`src/rtl/liu_mult_pkg.sv`:
```
// Shared definitions for the Liu-style sequential approximate multiplier.
//   state_e  : controller states (IDLE, RUN, FIX, DONE)
//   prod_w() : product/row width for a given operand width (2*w)
//   cnt_w()  : partial-product counter width for a given operand width
package liu_mult_pkg;

    typedef enum logic [1:0] {
        ST_IDLE = 2'd0,
        ST_RUN  = 2'd1,
        ST_FIX  = 2'd2,
        ST_DONE = 2'd3
    } state_e;

    function automatic int unsigned prod_w(input int unsigned w);
        return 2 * w;
    endfunction

    // Never below one bit so a degenerate width still yields a legal vector.
    function automatic int unsigned cnt_w(input int unsigned w);
        return (w > 1) ? $clog2(w) : 1;
    endfunction

endpackage

```
`src/rtl/liu_approx_row.sv`:
```
// One row of carry-free approximate adder cells.
//   acc_i, pp_i : accumulator and partial product (W bits each)
//   s_o         : approximate sum, s_o[i] = x | g
//   e_o         : error bits,      e_o[i] = x & g
// with x = acc[i]^pp[i] and g = acc[i-1]&pp[i-1] (g = 0 at bit 0).
// acc + pp == s + e (mod 2^W); the generate out of the top bit is dropped.
module liu_approx_row #(
    parameter int unsigned W = 16
) (
    input  logic [W-1:0] acc_i,
    input  logic [W-1:0] pp_i,
    output logic [W-1:0] s_o,
    output logic [W-1:0] e_o
);

    logic [W-1:0] x;
    logic [W-1:0] g;

    always_comb begin
        x   = acc_i ^ pp_i;
        g   = {acc_i[W-2:0] & pp_i[W-2:0], 1'b0};
        s_o = x | g;
        e_o = x & g;
    end

endmodule

```
`src/rtl/liu_seq_mult_ctrl.sv`:
```
// Sequential controller for the Liu-style approximate multiplier.
// One partial product per cycle is folded into the accumulator through a
// shared liu_approx_row; the per-bit error vector is summed exactly.
//   clk, rst            : clock, synchronous active-high reset
//   in_valid/in_ready   : operand handshake (in_ready high only in IDLE)
//   in_a, in_b          : multiplicand, multiplier (WIDTH bits)
//   out_valid/out_ready : result handshake
//   out_prod            : product (approximate, or exact with recovery)
//   out_err             : accumulated error vector
// Macro ERR_RECOVERY_EN: adds the FIX state, out_prod = acc + err (exact).
module liu_seq_mult_ctrl
    import liu_mult_pkg::*;
#(
    parameter int unsigned WIDTH = 8
) (
    input  logic                        clk,
    input  logic                        rst,
    input  logic                        in_valid,
    output logic                        in_ready,
    input  logic [WIDTH-1:0]            in_a,
    input  logic [WIDTH-1:0]            in_b,
    output logic                        out_valid,
    input  logic                        out_ready,
    output logic [prod_w(WIDTH)-1:0]    out_prod,
    output logic [prod_w(WIDTH)-1:0]    out_err
);

    localparam int unsigned PW = prod_w(WIDTH);
    localparam int unsigned CW = cnt_w(WIDTH);

    state_e          state_q, state_d;
    logic [WIDTH-1:0] a_q, a_d;
    logic [WIDTH-1:0] b_q, b_d;
    logic [PW-1:0]   acc_q, acc_d;
    logic [PW-1:0]   err_q, err_d;
    logic [CW-1:0]   cnt_q, cnt_d;
    logic [PW-1:0]   prod_q, prod_d;
    logic [PW-1:0]   oerr_q, oerr_d;
    logic            in_ready_q, in_ready_d;
    logic            out_valid_q, out_valid_d;

    logic [PW-1:0]   pp;
    logic [PW-1:0]   row_s;
    logic [PW-1:0]   row_e;

    liu_approx_row #(.W(PW)) u_row (
        .acc_i (acc_q),
        .pp_i  (pp),
        .s_o   (row_s),
        .e_o   (row_e)
    );

    // Next-state, datapath and registered-output computation.
    always_comb begin
        state_d  = state_q;
        a_d      = a_q;
        b_d      = b_q;
        acc_d    = acc_q;
        err_d    = err_q;
        cnt_d    = cnt_q;
        prod_d   = prod_q;
        oerr_d   = oerr_q;

        pp = b_q[cnt_q] ? (PW'(a_q) << cnt_q) : '0;

        case (state_q)
            ST_IDLE: begin
                if (in_valid) begin
                    a_d     = in_a;
                    b_d     = in_b;
                    acc_d   = '0;
                    err_d   = '0;
                    cnt_d   = '0;
                    state_d = ST_RUN;
                end
            end
            ST_RUN: begin
                acc_d = row_s;
                err_d = err_q + row_e;
                cnt_d = cnt_q + CW'(1);
                // Every multiplier bit gets its cycle, zero bits included.
                if (cnt_q == CW'(WIDTH - 1)) begin
`ifdef ERR_RECOVERY_EN
                    state_d = ST_FIX;
`else
                    prod_d  = row_s;
                    oerr_d  = err_d;
                    state_d = ST_DONE;
`endif
                end
            end
`ifdef ERR_RECOVERY_EN
            ST_FIX: begin
                // acc + err is the exact product; it cannot overflow PW bits.
                prod_d  = acc_q + err_q;
                oerr_d  = err_q;
                state_d = ST_DONE;
            end
`endif
            ST_DONE: begin
                if (out_ready) begin
                    state_d = ST_IDLE;
                end
            end
            default: begin
                state_d = ST_IDLE;
            end
        endcase

        in_ready_d  = (state_d == ST_IDLE);
        out_valid_d = (state_d == ST_DONE);
    end

    // State and output registers.
    always_ff @(posedge clk) begin
        if (rst) begin
            state_q     <= ST_IDLE;
            a_q         <= '0;
            b_q         <= '0;
            acc_q       <= '0;
            err_q       <= '0;
            cnt_q       <= '0;
            prod_q      <= '0;
            oerr_q      <= '0;
            in_ready_q  <= 1'b1;
            out_valid_q <= 1'b0;
        end else begin
            state_q     <= state_d;
            a_q         <= a_d;
            b_q         <= b_d;
            acc_q       <= acc_d;
            err_q       <= err_d;
            cnt_q       <= cnt_d;
            prod_q      <= prod_d;
            oerr_q      <= oerr_d;
            in_ready_q  <= in_ready_d;
            out_valid_q <= out_valid_d;
        end
    end

    assign in_ready  = in_ready_q;
    assign out_valid = out_valid_q;
    assign out_prod  = prod_q;
    assign out_err   = oerr_q;

endmodule
```
`config.mk`:
```
export PLATFORM = sky130hd
export DESIGN_NAME = liu_seq_mult_ctrl
export DESIGN_NICKNAME = d
export VERILOG_FILES = /design/src/rtl/liu_mult_pkg.sv /design/src/rtl/liu_approx_row.sv /design/src/rtl/liu_seq_mult_ctrl.sv
export SDC_FILE = /design/constraint.sdc
export NUM_CORES = 1
export LEC_CHECK = 0
export BUFFER_PORTS_ARGS = -buffer_cell sky130_fd_sc_hd__buf_2
export CAP_MARGIN = 20
export CORE_MARGIN = 4
export CORE_UTILIZATION = 60
export DETAILED_ROUTE_END_ITERATION = 8
export PLACE_DENSITY = 0.83
export SYNTH_ARGS = -nofsm -noshare
export SYNTH_HDL_FRONTEND = slang
export SYNTH_SLANG_ARGS = --single-unit
```
`constraint.sdc`:
```
create_clock -name clk -period 10.3 [get_ports clk]
set_input_delay 2.06 -clock clk [delete_from_list [all_inputs] [get_ports clk]]
set_output_delay 2.06 -clock clk [all_outputs]
set_load 0.005 [all_outputs]
```
# Yosys cells after proc, flatten, opt, wreduce, memory -nomap -nowiden
# Index checks and enable logic that the tools add are counted.
# W data, S select, Z words.
# word_totals
elab_cells,41
register_bits,87
# classes
order_cmp,1
n_addsub,2
n_bitwise,4
n_eq_ne,5
n_mux,12
shifts,1
n_reduce_logical,6
# ops
cell,count
$pmux W16 S2,2
$mux W16,2
$add A16 B16 Y16,1
$and A16 B16 Y16,1
$or A16 B16 Y16,1
$shl A8 B3 Y16,1
$xor A16 B16 Y16,1
$and A15 B15 Y15,1
$mux W2,3
$pmux W2 S3,1
$pmux W3 S2,1
$reduce_and A2 Y1,3
$eq A2 B2 Y1 const B,2
$logic_not A2 Y1,2
$lt A3 B4 Y1 const B,1
$add A3 B1 Y3 const B,1
$bmux W1 S3,1
$eq A3 B3 Y1 const B,1
$mux W3,1
$eq A2 B1 Y1 const B,1
$ne A2 B2 Y1 const B,1
$reduce_bool A2 Y1,1
$mux W1,1

# Longest topological paths before layout
# depth
word_depth,7
ltp_mapped,17
ltp_nobuf,15

# Hierarchy
# A second synthesis with hierarchy kept.
# unflattened
hier_cells,580
hier_area_um2,4633.2
# by_module_without_submodules
mod,seq_area_each_um2,area_each_um2,instances,cells_per_inst
liu_seq_mult_ctrl,1741.7,4237.8,1,532
liu_approx_row,0.0,395.4,1,48

# Worst setup path before layout
# OpenSTA, ideal clock, no wires.
# synth_timing
kind,reg2reg
startpoint,reg cnt_q[0]
endpoint,reg oerr_q[15] (netlist: out_err[15])
setup_ps,135
period_less_slack_ps,3639
path_stages_with_launch,16
t_arrival_ps,3504
setup_slack_ps,6661
required_time_ps,10165
path_cell_list,dfxtp_1 -> buf_2 -> mux4_2 -> nand2_1 -> and2_1 -> clkbuf_1 -> nor2_1 -> ha_1 -> and2_1 -> ha_1 -> a21o_1 -> a221oi_2 -> o21ai_2 -> a221oi_2 -> xnor2_1 -> a211oi_2
# synth_via
elab_chain_cells,6
elab_cells_between_ends,10
classes_between,add/sub: 1; eq/ne: 1; shift: 1; mux: 3; bitwise: 3; reduce/logical: 1
# synth_lines
element,line,source
"start, declared",liu_seq_mult_ctrl.sv:36,"logic [CW-1:0] cnt_q, cnt_d;"
"start signal, assigned",liu_seq_mult_ctrl.sv:133,cnt_q <= cnt_d;
$bmux W1 S3,liu_seq_mult_ctrl.sv:64,pp = b_q[cnt_q] ? (PW'(a_q) << cnt_q) : '0;
$mux W1 (not written as such),liu_seq_mult_ctrl.sv:64,
$mux W16,liu_seq_mult_ctrl.sv:64,
$xor A16 B16 Y16 or $and A15 B15 Y15 (tied branches),"liu_approx_row.sv:20, liu_approx_row.sv:21",
$and A16 B16 Y16,liu_approx_row.sv:23,e_o = x & g;
$add A16 B16 Y16,liu_seq_mult_ctrl.sv:79,err_d = err_q + row_e;
"end signal, assigned",liu_seq_mult_ctrl.sv:135,oerr_q <= oerr_d;
"end, declared",liu_seq_mult_ctrl.sv:38,"logic [PW-1:0] oerr_q, oerr_d;"
# Parallel ways exist; a longest one is shown, timed or not. The select of a mux whose other input is x is not followed.
# A chain may end at the register's enable or synchronous reset.

# Worst setup path after layout
# layout_timing
startpoint,reg cnt_q[1]
endpoint,reg oerr_q[15] (netlist: out_err[15])
# The elaborated chain is that of the path after synthesis.

==> flow_metrics.py <==
metrics = {
    "critical_path": {
        "r2r_start": "cnt_q[1]",
        "reg2reg_slack_ns": 5.96,
        "cp-end-kind": "flop",
        "path_class": "flop to flop",
        "cp-start-kind": "flop",
        "reg2regPathDepth": 13,
        "timing.rr.end": "out_err[15]",
        "worst_ep_arrival_time_ns": 4.56,
        "crit_fanout": 18,
        "required_ns": 10.52,
    },
    "final_layout": {
        "drive_gt1_share_pct": 14.59,
        "design_area_sq_mm": 0.004770,
        "final_nets": 616,
        "area_growth_pct": 12.51,
        "diodes": 0,
    },
    "synthesis": {
        "synth_area_leaders": "dfxtp_1, ha_1, nand2_1",
        "synth_common_cells": "nand2_1, dfxtp_1, a21oi_1",
        "syn_nets": 580,
        "yosysMostFrequentCell": "nand2_1",
        "synth-main-ff-cell": "dfxtp_1",
        "ys_types": 45,
        "synth_edf_count": 0,
        "yosysWarnings": 0,
        "synth_top_area_cell": "dfxtp_1",
        "synth_seq_cells": 85,
        "syn_inst": 528,
        "syn_avg_cell_area_sq_um": 8.029,
        "yosysSeqAreaShare_pct": 40.14,
        "async_flop_share_pct": 0,
        "synth_top_area_share_pct": 40.14,
        "mappedNetlistArea_sq_mm": 0.004239,
    },
    "timing": {
        "period_needed_ns": 4.345,
        "setup_viol": 0,
        "skew_ns": 0.01115,
        "post-route-period-util_pct": 42.18,
        "fin_setup_tns_ns": 0,
        "fmax_ghz": 0.2302,
        "rsz0062_at_grt": "false",
        "tightest_slew_ns": 1.054,
        "slew_violations": 0,
        "relSlewSlack_pct": 29.54,
        "setup_slack_ns": 5.955,
        "report.final.hold_viol_count": 0,
    },
    "floorplanning": {
        "dieArea_sq_mm": 0.008474,
        "die_width_um": 92.06,
        "rows": 30,
        "initial_utilization_pct": 62.05,
        "fp.dieH_um": 92.06,
        "core_area_sq_mm": 0.006832,
        "io_pins": 54,
    },
    "worst_hold_path": {
        "min_to": "out_err[9]",
        "hold_path_depth": 2,
        "min_path_type": "flop to flop",
        "worstHoldStart": "out_err[9]",
    },
    "clock_tree": {
        "post_cts_buffers": 0,
        "h-tree-depth": 3,
        "cts_resized": 0,
        "path_clk_slew_ns": 0.09,
        "cts_buffers": 9,
        "clockBufferDepth": 2,
        "clockRootBuffer": "clkbuf_8",
        "clock_latency_ns": 0.36,
        "cts_sinks": 85,
        "postCtsHoldBufs": 0,
        "cts_tree": "done",
    },
    "global_route": {
        "grt_pass1_wl_mm": 16.19,
        "grt_use_met3_pct": 5.168,
        "grtUsageTotal_pct": 23.69,
        "grt_overflow_total": 0,
        "use_met1_pct": 30.28,
        "grt_pass1_vias": 3499,
        "busiest_layer": "met2",
        "grt_antenna_before_repair": 0,
        "use_met2_pct": 39.66,
        "grt_max_degree": 75,
    },
    "detailed_routing": {
        "drc": 0,
        "drt-total-wl_mm": 9.677,
        "dr.pass1.iters": 5,
        "drt_iter0_markers": 275,
        "wire_per_inst_um": 14.55,
        "vias": 3746,
        "antenna_left": 0,
        "vias_per_cell": 5.633,
    },
    "placed_design": {
        "gp_congestion": 0.9193,
        "dp_slack_ns": 6.091,
        "hpwl_mm": 6.746,
        "place_area_sq_mm": 0.004527,
        "port_buffers": 52,
    },
    "status": {
        "status": "completed",
    },
    "power": {
        "p_leak_uw": 0.002074,
        "total_power_uw": 657.4,
        "vdd_drop_max_mv": 0.08848,
        "powerDensity_mw_per_mm2": 137.8,
    },
    "job": {
        "drv_cap": 0,
    },
}
cell type report:
class	instances	area (sq um)
inverters	5	18.77
fillers	562	2062
well taps	96	120.1
clock buffers	12	165.2
flip-flops and latches	85	1702
repair buffers	56	290.3
multi-input cells	407	2396
clock inverters	4	77.57
worst max path at each step:
stage	endpoint	slack (ns)	startpoint	depth (start not counted)
after floorplan	out_err[15]	6.66	cnt_q[0]	15
after global placement	out_err[15]	6.25	cnt_q[1]	13
after detailed placement	out_err[15]	6.09	cnt_q[1]	13
after CTS	out_err[15]	6.02	cnt_q[1]	13
after global routing	out_err[15]	5.69	cnt_q[1]	13
final	out_err[15]	5.96	cnt_q[1]	13
registers in the layout (all words and copies together), names as in the netlist:
signal	flops
a_q	8
acc_q	16
b_q	8
cnt_q	3
err_q	15
in_ready	1
out_err	15
out_prod	16
out_valid	1
state_q	2
through the flow:
| stage | cells | hold WS [ns] | utilization (%) |
|---|---|---|---|
| 6_report | 665 | 0.4524 | 69.82 |
| 3_3_place_gp | 649 | 0.4296 | 66.26 |
| 2_1_floorplan | 528 | 0.4315 | - |
| 5_1_grt | 665 | 0.4684 | 69.82 |
| 4_1_cts | 665 | 0.4558 | 69.82 |
| 3_5_place_dp | 649 | 0.4436 | 66.26 |
worst max-delay path, stage by stage, from the launching register on:
cell and delay [ns]:
dfxtp_1 0.79, mux4_2 0.58, nand2_1 0.18, and2_1 0.28
nor2_1 0.08, ha_1 0.30, and2_1 0.17, ha_1 0.35
a21o_1 0.21, a221oi_2 0.49, o21ai_2 0.17, a221oi_2 0.29
xnor2_1 0.19, a211oi_2 0.10
power by group:
part / switching, uW / total [uW] / internal, uW
sequential: 5.93 / 339 / 333
combinational: 25.0 / 39.1 / 14.1
clock: 121 / 279 / 158
cell usage in the layout (no fill, tap or decap), types with 4 or more instances in the layout:
master	Yosys	routed
a21o_1	4	4
a21oi_1	56	56
nor2_1	50	50
o21ai_0	32	32
nor3_1	35	35
mux2i_1	6	6
inv_1	5	5
nand3_1	6	6
nand2_1	99	99
and2_1	21	21
buf_2	2	52
xnor2_1	6	6
dfxtp_1	85	85
buf_4	1	4
ha_1	31	31
xor2_1	8	8
clkbuf_8	0	12
a22oi_1	10	10
kinds of logic after synthesis:
| group | count (synthesis) | synth area share, % |
|---|---|---|
| flip-flops | 85 | 40.14 |
| AO/OA/AOI/OAI | 122 | 17.06 |
| XOR/XNOR | 14 | 2.893 |
| AND/OR/NAND/NOR | 227 | 23.58 |
| multiplexers | 11 | 3.276 |
| other | 1 | 0.08846 |
| adder cells (fa/ha/maj) | 32 | 9.622 |
| buffers and inverters | 36 | 3.335 |
metal layers:
| layer | vias up | wire length, um |
|---|---|---|
| met5 | - | 0 |
| met2 | 103 | 4662 |
| met4 | 0 | 171 |
| met3 | 19 | 464 |
| li1 | 1898 | - |
| met1 | 1726 | 4379 |
Note: power is estimated with default switching activity, not from simulation.
